**config.mk**
```make
export PLATFORM = sky130hd
export DESIGN_NAME = dense_sched
export DESIGN_NICKNAME = d
export VERILOG_FILES = /design/src/rtl/dense_sched.sv
export SDC_FILE = /design/constraint.sdc
export NUM_CORES = 1
export LEC_CHECK = 0
export ABC_AREA = 1
export CAP_MARGIN = 10
export CORE_ASPECT_RATIO = 0.8
export CORE_MARGIN = 2
export CORE_UTILIZATION = 53
export CTS_CLUSTER_SIZE = 12
export DETAILED_ROUTE_END_ITERATION = 8
export GPL_ROUTABILITY_DRIVEN = 0
export PLACE_DENSITY_LB_ADDON = 0.12
export SYNTH_ARGS = -nofsm -noshare
export SYNTH_HDL_FRONTEND = slang
export SYNTH_SLANG_ARGS = --single-unit
```
**constraint.sdc**
```tcl
create_clock -name clk -period 4.3 [get_ports clk]
set_input_delay 1.29 -clock clk [delete_from_list [all_inputs] [get_ports clk]]
set_output_delay 1.29 -clock clk [all_outputs]
set_load 0.01 [all_outputs]
```
**src/rtl/dense_sched.sv**
```systemverilog
// dense_sched: sequences the fully connected classifier stage over a narrow
// shared MAC. A feature vector is buffered on acceptance, then every
// neuron x chunk pair is issued to the MAC. After the pipeline drains,
// done_o pulses.
//
// state | meaning
// IDLE  | ready_o high, waiting for a valid_i pulse
// RUN   | issuing one chunk per cycle, NUM_OUT*CHUNKS cycles
// DRAIN | waiting MAC_LAT cycles for the last result to leave the MAC
// DONE  | done_o high for one cycle, then back to IDLE
//
// Every output is a flop. Each output's next value is computed from the
// next state and next counters, so the outputs change on the same edge as
// the state they describe.
module dense_sched #(
  parameter int DATA_WIDTH = 8,
  parameter int NUMI_ONCE  = 36,
  parameter int NUM_OUT    = 7,
  parameter int LANES      = 6,
  parameter int MAC_LAT    = 2,
  localparam int CHUNKS    = NUMI_ONCE / LANES,
  localparam int TOTAL     = NUM_OUT * CHUNKS,
  localparam int AW        = (TOTAL > 1) ? $clog2(TOTAL) : 1,
  localparam int NW        = (NUM_OUT > 1) ? $clog2(NUM_OUT) : 1
) (
  input  logic                          clk,
  input  logic                          rstn,
  input  logic [DATA_WIDTH*NUMI_ONCE-1:0] data_i,
  input  logic                          valid_i,
  output logic                          ready_o,
  output logic                          drop_o,
  output logic [AW-1:0]                 w_addr_o,
  output logic [DATA_WIDTH*LANES-1:0]   mac_data_o,
  output logic                          mac_en_o,
  output logic                          mac_clr_o,
  output logic                          mac_last_o,
  output logic [NW-1:0]                 mac_neuron_o,
  output logic                          done_o
);

  localparam int CW  = (CHUNKS > 1) ? $clog2(CHUNKS) : 1;
  localparam int DCW = $clog2(MAC_LAT + 1);
  localparam int BW  = DATA_WIDTH * NUMI_ONCE;
  localparam int LW  = DATA_WIDTH * LANES;

  if (NUMI_ONCE % LANES != 0) begin : g_bad_lanes
    $error("dense_sched: NUMI_ONCE must be a multiple of LANES");
  end
  if (MAC_LAT < 1) begin : g_bad_lat
    $error("dense_sched: MAC_LAT must be at least 1");
  end

  typedef enum logic [1:0] {S_IDLE, S_RUN, S_DRAIN, S_DONE} state_t;

  state_t          state_q, state_d;
  logic [CW-1:0]   chunk_q, chunk_d;
  logic [NW-1:0]   neuron_q, neuron_d;
  logic [DCW-1:0]  drain_q, drain_d;
  logic [BW-1:0]   buf_q, buf_d;
  logic [AW-1:0]   addr_q, addr_d;
  logic [LW-1:0]   data_q, data_d;
  logic            ready_q, ready_d;
  logic            drop_q, drop_d;
  logic            en_q, en_d;
  logic            clr_q, clr_d;
  logic            last_q, last_d;
  logic            done_q, done_d;
  logic            issue;

  // Next-state, counter and registered-output logic.
  always_comb begin
    state_d  = state_q;
    chunk_d  = chunk_q;
    neuron_d = neuron_q;
    drain_d  = drain_q;
    buf_d    = buf_q;
    addr_d   = addr_q;
    data_d   = '0;
    ready_d  = 1'b0;
    en_d     = 1'b0;
    clr_d    = 1'b0;
    last_d   = 1'b0;
    done_d   = 1'b0;
    issue    = 1'b0;
    drop_d   = valid_i && (state_q != S_IDLE);

    case (state_q)
      S_IDLE: begin
        if (valid_i) begin
          buf_d    = data_i;
          chunk_d  = '0;
          neuron_d = '0;
          state_d  = S_RUN;
          issue    = 1'b1;
        end else begin
          ready_d = 1'b1;
        end
      end
      S_RUN: begin
        if (chunk_q == CW'(CHUNKS - 1)) begin
          if (neuron_q == NW'(NUM_OUT - 1)) begin
            state_d = S_DRAIN;
            drain_d = DCW'(MAC_LAT - 1);
          end else begin
            chunk_d  = '0;
            neuron_d = neuron_q + 1'b1;
            issue    = 1'b1;
          end
        end else begin
          chunk_d = chunk_q + 1'b1;
          issue   = 1'b1;
        end
      end
      S_DRAIN: begin
        if (drain_q == '0) begin
          state_d = S_DONE;
          done_d  = 1'b1;
        end else begin
          drain_d = drain_q - 1'b1;
        end
      end
      S_DONE: begin
        state_d = S_IDLE;
        ready_d = 1'b1;
      end
      default: state_d = S_IDLE;
    endcase

    // The issue that is about to become visible uses the updated counters.
    if (issue) begin
      en_d   = 1'b1;
      addr_d = AW'(neuron_d) * AW'(CHUNKS) + AW'(chunk_d);
      clr_d  = (chunk_d == '0);
      last_d = (chunk_d == CW'(CHUNKS - 1));
      data_d = buf_d[chunk_d * LW +: LW];
    end
  end

  // State, counters, buffer and output flops.
  always_ff @(posedge clk or negedge rstn) begin
    if (!rstn) begin
      state_q  <= S_IDLE;
      chunk_q  <= '0;
      neuron_q <= '0;
      drain_q  <= '0;
      buf_q    <= '0;
      addr_q   <= '0;
      data_q   <= '0;
      ready_q  <= 1'b0;
      drop_q   <= 1'b0;
      en_q     <= 1'b0;
      clr_q    <= 1'b0;
      last_q   <= 1'b0;
      done_q   <= 1'b0;
    end else begin
      state_q  <= state_d;
      chunk_q  <= chunk_d;
      neuron_q <= neuron_d;
      drain_q  <= drain_d;
      buf_q    <= buf_d;
      addr_q   <= addr_d;
      data_q   <= data_d;
      ready_q  <= ready_d;
      drop_q   <= drop_d;
      en_q     <= en_d;
      clr_q    <= clr_d;
      last_q   <= last_d;
      done_q   <= done_d;
    end
  end

  assign ready_o      = ready_q;
  assign drop_o       = drop_q;
  assign w_addr_o     = addr_q;
  assign mac_data_o   = data_q;
  assign mac_en_o     = en_q;
  assign mac_clr_o    = clr_q;
  assign mac_last_o   = last_q;
  assign mac_neuron_o = neuron_q;
  assign done_o       = done_q;

endmodule

```
==> results.ini, run 1 <==
[sta]
hold_violations=0
fmax_ghz=0.293
period_minus_slack_ps=3420
fin_crit_sh_pct=79.5
fin_tns_setup_ps=0
rsz0062_at_grt=false
maxSlewHeadroom_pct=31.1
skew_ps=21.0
maxSlewViolCount=0
tightest_slew_ps=1030
setup_slack_ps=882
setup_viol_count_final=0

[yosys]
synthesis.nets=2412
synth_edf_count=0
async_flop_share_pct=100
avgSynthCellArea_um2=7.92
synth_top_area_share_pct=53.7
synth_area_leaders=dfrtp_1 54%, nand2_1 18%, nand3_1 7.4%
ys_seq_area_share_pct=53.7
ys_top_cells_by_count=802 x nand2_1, 358 x dfrtp_1, 245 x nand3_1
synth_top_cell_by_area=dfrtp_1
ys_ff_latch=358
synth_cell_types=32
ys_warn_count=0
synth_ff_type=dfrtp_1
netlist_area_mm2=0.0167
synthCells=2105
synth.most_common_cell=nand2_1

[worst_hold_path]
min_path_cells=2
hold_start=buf_q[96]
whs_endpoint=buf_q[96]
hold_class=reg -> reg

[flow_run]
drv_cap=0

[clock_network]
clk_latency_ps=540
h-tree-depth=2
clk_transition_reported_paths_ps=60
root_buffer=clkbuf_16
cts_resized=0
hold_buffers=0
cts_tree=done
cts-buffers-inserted=38
clockBufferDepth=3
cts.sinks=358
postCtsSetupRepairBufs=0

[detailed_routing]
wl_per_cell_um=17.8
wl_met1_mm=20.9
routed.top_layer=met4
drt_first_pass_iters=7
wl_mm=50.5
ant_nets=0
initialDrtViolationCount=1234
drc_errors=0
vias=14800
met2WireLength_mm=23.8
wl_met3_mm=3.79
via_per_inst=5.20

[floorplanning]
die_w_um=202
rows=58
die-area_mm2=0.0329
core-area_mm2=0.0312
ioPinCount=354
die_height_um=163
initial_core_util_pct=53.4

[critical_path]
critPathKind=in -> reg
path_max_fanout=4
endpoint_kind=register
required_ps=4730
worstSetupStartpointType=input pin
startpoint=valid_i
r2r_cells=17
r2r-end=w_addr_o[4]
crit_arrival_ps=3840
r2r_start=state_q[0]
ff2ff_setup_slack_ps=1240

[power_and_ir_drop]
ir_drop_mv=0.704
p_leak_nw=10.7
powerDensity_mw_per_mm2=756

[global_routing]
grt_pass1_vias=14900
grt_pass1_wl_mm=79.8
antenna_found_initial=3
grt_max_degree=152
overflow=0
grt_usage_pct=31.0

[placement]
io_buffers=353
dpl.hpwl_mm=33.7
place_ws_ps=372

[finish]
nNetsFinal=2701
synthToLayoutAreaGrowth_pct=29.9
fill_cells=2530
drive_gt1_share_pct=7.78

[run_status]
status=finished, final reports clean

report_power, final:
part	leakage [nW]	internal, mW	switching, mW
registers	4.28	4.90	0.438
clock network	0.556	1.75	1.32
logic	5.86	2.81	5.15
total	10.7	9.46	6.91
kinds of logic after synthesis:
logic type                 count (synthesis)  share of synthesized area, %
AOI/OAI and AO/OA                        214                          6.51
xor gates and xnor gates                   3                         0.158
and+or+nand+nor                         1165                          29.7
DFF                                      358                          53.7
adders and majority gates                 16                          1.29
buffers and inverters                    349                          8.65
flip-flops by register name, indices dropped and copies added, names as in the netlist:
signal	flops
drain_q	2
mac_neuron_o	3
mac_en_o	1
ready_o	1
mac_clr_o	1
w_addr_o	6
buf_q	288
chunk_q	3
done_o	1
mac_data_o	48
drop_o	1
state_q	2
mac_last_o	1
critical path, cell delays in order:
cell             delay (ps)
clkdlybuf4s50_1         540
inv_1                    80
nand2_1                  70
o21ai_2                 100
o21ai_0                 190
o21ai_0                 210
ha_1                    270
inv_1                    80
fa_1                    480
nor2_1                  120
nand2_1                  50
nand2_1                  90
inv_1                    50
nand2_1                  60
nand2_1                  50
nand2_1                  50
nand2_1                  50
layout make-up:
type                       count  area [um2]  share of cell area (%)
sequential                   358        8960                    41.4
multi-input combinational   1398        6320                    29.2
timing repair buffer         380        3890                    18.0
clock buffer                  57        1090                    5.05
inverter                     218         826                    3.81
tap                          420         526                    2.43
clock inverter                 6        33.8                   0.156
antenna                        3        7.51                  0.0347
worst max path at each step:
stage | endpoint | slack (ps) | cells after the start
2_1_floorplan | w_addr_o[5] | 1150 | 13
3_3_place_gp | w_addr_o[4] | 470 | 17
3_5_place_dp | w_addr_o[4] | 370 | 17
4_1_cts | w_addr_o[4] | 920 | 17
5_1_grt | w_addr_o[4] | 670 | 15
6_report | w_addr_o[4] | 880 | 17
stage by stage:
stage | hold WS, ps | instance area [um2] | power, mW | std cells | utilization [%]
final | 472 | 21700 | 16.4 | 2840 | 69.4
after global routing | 486 | 21700 | 17.7 | 2839 | 69.4
after CTS | 477 | 21600 | 16.4 | 2837 | 69.4
after detailed placement | 461 | 20500 | 13.3 | 2774 | 65.8
after global placement | 458 | 20500 | 13.1 | 2774 | 65.8
after floorplan | 445 | 16700 | 10.6 | 2105 | -
layer usage:
layer	GRT usage, %	vias to the layer above
met2	50.1	592
met4	13.7	0
met5	0	-
li1	-	7097
met1	40.9	6962
met3	6.20	116
cell usage in the layout (no fill, tap or decap), drive strengths merged:
master,count
a211oi,1
a21oi,2
a31oi,1
and3,1
buf,28
clkbuf,57
clkdlybuf4s50,352
clkinv,5
dfrtp,358
diode,3
fa,2
ha,14
inv,219
nand2,806
nand3,246
nor2,14
nor3,1
nor4,1
o211ai,1
o21ai,207
o21bai,1
o22ai,1
or2,96
xnor2,2
xor2,1
No activity file was read; power rests on OpenSTA's default activity.
==> run 2, diff against run 1 <==
--- a/config.mk
+++ b/config.mk
@@ -9,7 +9,7 @@
 export CAP_MARGIN = 10
 export CORE_ASPECT_RATIO = 0.8
 export CORE_MARGIN = 2
-export CORE_UTILIZATION = 53
+export CORE_UTILIZATION = 52
 export CTS_CLUSTER_SIZE = 12
 export DETAILED_ROUTE_END_ITERATION = 8
 export GPL_ROUTABILITY_DRIVEN = 0
==> constraint.sdc (replaced) <==
create_clock -name clk -period 3.6 [get_ports clk]
set_input_delay 1.08 -clock clk [delete_from_list [all_inputs] [get_ports clk]]
set_output_delay 1.08 -clock clk [all_outputs]
set_load 0.01 [all_outputs]
==> run 2 against run 1 <==
Setup slack got worse by 370 ps. Sequential power up 19%. Clock power up 23%. Flip-flop and latch count unchanged. Clock skew fell by 6.0 ps.
==> results.ini, run 2 (synthesis results as in run 1) <==
[run_status]
status=finished, final reports clean

[critical_path]
required_ps=4000  ; -730 ps
crit_slowest_cell=fa_1
crit_buf_inv=4  ; unchanged
crit_family=simple AND/OR/NAND/NOR gates
critPathKind=in -> reg
worstPathCellList=clkdlybuf4s50_1 > nor2_1 > nor2_1 > o21ai_0 > buf_4 > ha_1 > inv_1 > fa_1 > nor2_1 > nand2_1 > nand2_1 > inv_1 > nand2_1 > nand2_1 > nand2_1 > nand2_1
cp_common_cell=nand2_1
r2r-end=w_addr_o[4]
r2r_start=state_q[1]
ff2ff_setup_slack_ps=590  ; -650 ps
crit_arrival_ps=3490  ; -350 ps
path_depth=16  ; -1
critical-path-max-stage-delay_ps=510  ; -30 ps
path_max_fanout=4  ; unchanged
r2r_cells=17  ; unchanged
worstSetupStartpointType=input pin
endpoint_kind=register
startpoint=valid_i
endpoint=w_addr_o[4]

[power_and_ir_drop]
seqPwrFrac_pct=32.1  ; -0.5 points
p_sw_share_pct=41.3  ; -0.91 points
powerDensity_mw_per_mm2=904  ; +20%
switching_power_mw=8.20  ; +19%
p_leak_nw=10.8  ; +1.5%
ir_drop_mv=0.592  ; -16%
comb_power_share_pct=48.9  ; +0.3 points
pwr-share-clk_pct=19.0  ; +0.2 points
p_int_mw=11.7  ; +23%

[placement]
dp_cells=2790  ; +0.58%
io_buffers=353  ; unchanged
dpl.hpwl_mm=35.0  ; +3.9%

[finish]
layout_common_cells=800 x nand2_1, 358 x dfrtp_1, 352 x clkdlybuf4s50_1
largest_reg_flops=288  ; unchanged
nNetsFinal=2717  ; +0.59%
stdcell_count=2852  ; +0.42%
drive_gt1_share_pct=8.47  ; +0.70 points
synthToLayoutAreaGrowth_pct=31.7
largest-register=buf_q
layout_commonest_cell=nand2_1

[sta]
hold_violations=0  ; unchanged
maxSlewHeadroom_pct=58.2  ; +27 points
fin_tns_setup_ps=0  ; unchanged
fin_crit_sh_pct=85.7
tightest_slew_ps=626  ; -406 ps
period_minus_slack_ps=3080
fmax_ghz=0.324
maxSlewViolCount=0  ; unchanged
setup_viol_count_final=0  ; unchanged
rsz0062_at_grt=false
skew_ps=15.0  ; -5.96 ps

[clock_network]
clockBufferDepth=3  ; unchanged
cts_tree=done
hold_buffers=0  ; unchanged
cts_resized=0  ; unchanged
clk_latency_ps=520  ; -20 ps
h-tree-depth=2  ; unchanged
root_buffer=clkbuf_16
cts.sinks=358  ; unchanged
cts-buffers-inserted=38  ; unchanged
clk_transition_reported_paths_ps=60  ; about the same
postCtsSetupRepairBufs=0  ; unchanged

[global_routing]
overflow=0  ; unchanged
grt_pass1_wl_mm=80.1  ; +0.42%
grt_max_degree=106  ; -30%
grt_usage_pct=30.6  ; -0.40 points
antenna_found_initial=2  ; -1
grt_pass1_vias=15200  ; +1.8%

[detailed_routing]
drt_first_pass_iters=5  ; -2
ant_nets=0  ; unchanged
initialDrtViolationCount=1101  ; -11%
drc_errors=0  ; unchanged
wl_per_cell_um=17.9  ; +0.70%
wl_mm=51.1  ; +1.1%
via_per_inst=5.24  ; +0.80%
vias=14900  ; +1.2%

[floorplanning]
initial_core_util_pct=52.9  ; -0.49 points
core-area_mm2=0.0315  ; +0.93%
die-area_mm2=0.0335  ; +1.9%
die_w_um=204  ; +0.94%
rows=58  ; unchanged
die_height_um=164  ; +0.93%
ioPinCount=354  ; unchanged

[flow_run]
drv_cap=0  ; unchanged

[worst_hold_path]
hold_class=reg -> reg

[run 2: cell types whose count changed in the layout (fill, tap and decap cells not counted), sizes merged]
cell    delta
clkbuf     -1
buf       +16
diode      -2
bufinv     +1
clkinv     -2
[run 2: cell type report]
| cell class | count | area [um2] |
|---|---|---|
| well taps | 420 | 526 |
| inverters | 218 | 826 |
| multi-input cells | 1398 | 6320 |
| repair buffers | 396 | 4160 |
| fillers | 2564 | 9530 |
| diodes | 1 | 2.50 |
| clock buffers | 56 | 1120 |
| flip-flops and latches | 358 | 8960 |
| clock inverters | 5 | 53.8 |
[run 2: power by group through the flow]
stage / sequential (mW) / combinational, mW / clock [mW]
after global routing: 6.53 / 10.8 / 4.00
after CTS: 6.37 / 9.72 / 3.82
after global placement: 6.37 / 9.41 / 0
final: 6.36 / 9.71 / 3.78
after floorplan: 6.39 / 6.22 / 0
after detailed placement: 6.42 / 9.64 / 0
[run 2: tightest hold or removal path, stage by stage (launching register included)]
cell	delay, ps
dfrtp_1	320
nand2_1	50
nand2_1	70
[run 2: how the worst min path moves through the flow]
stage / to / cells after the start / startpoint / slack (ps)
4_1_cts: buf_q[271] / 2 / buf_q[271] / 480
2_1_floorplan: buf_q[144] / 2 / buf_q[144] / 440
6_report: buf_q[271] / 2 / buf_q[271] / 470
3_5_place_dp: buf_q[271] / 2 / buf_q[271] / 460
3_3_place_gp: buf_q[191] / 2 / buf_q[191] / 460
5_1_grt: buf_q[271] / 2 / buf_q[271] / 480
[run 2: metrics by stage]
stage	hold WS, ps	power (mW)	util (%)	area [um2]	worst slack (ps)
finish	471	19.9	69.7	22000	515
floorplan	445	12.6	-	16700	659
global placement	457	15.8	66.0	20800	158
CTS	475	19.9	69.7	22000	591
detailed placement	462	16.1	66.0	20800	53.6
global route	484	21.4	69.7	22000	308
[run 2: routing by layer]
layer	GRT usage, %	vias to the layer above	part of all wire (%)
li1	-	7123	-
met1	40.8	7177	41
met4	10.3	2	3.1
met2	50.6	554	48
met3	5.77	92	7.7
met5	0	-	0.023
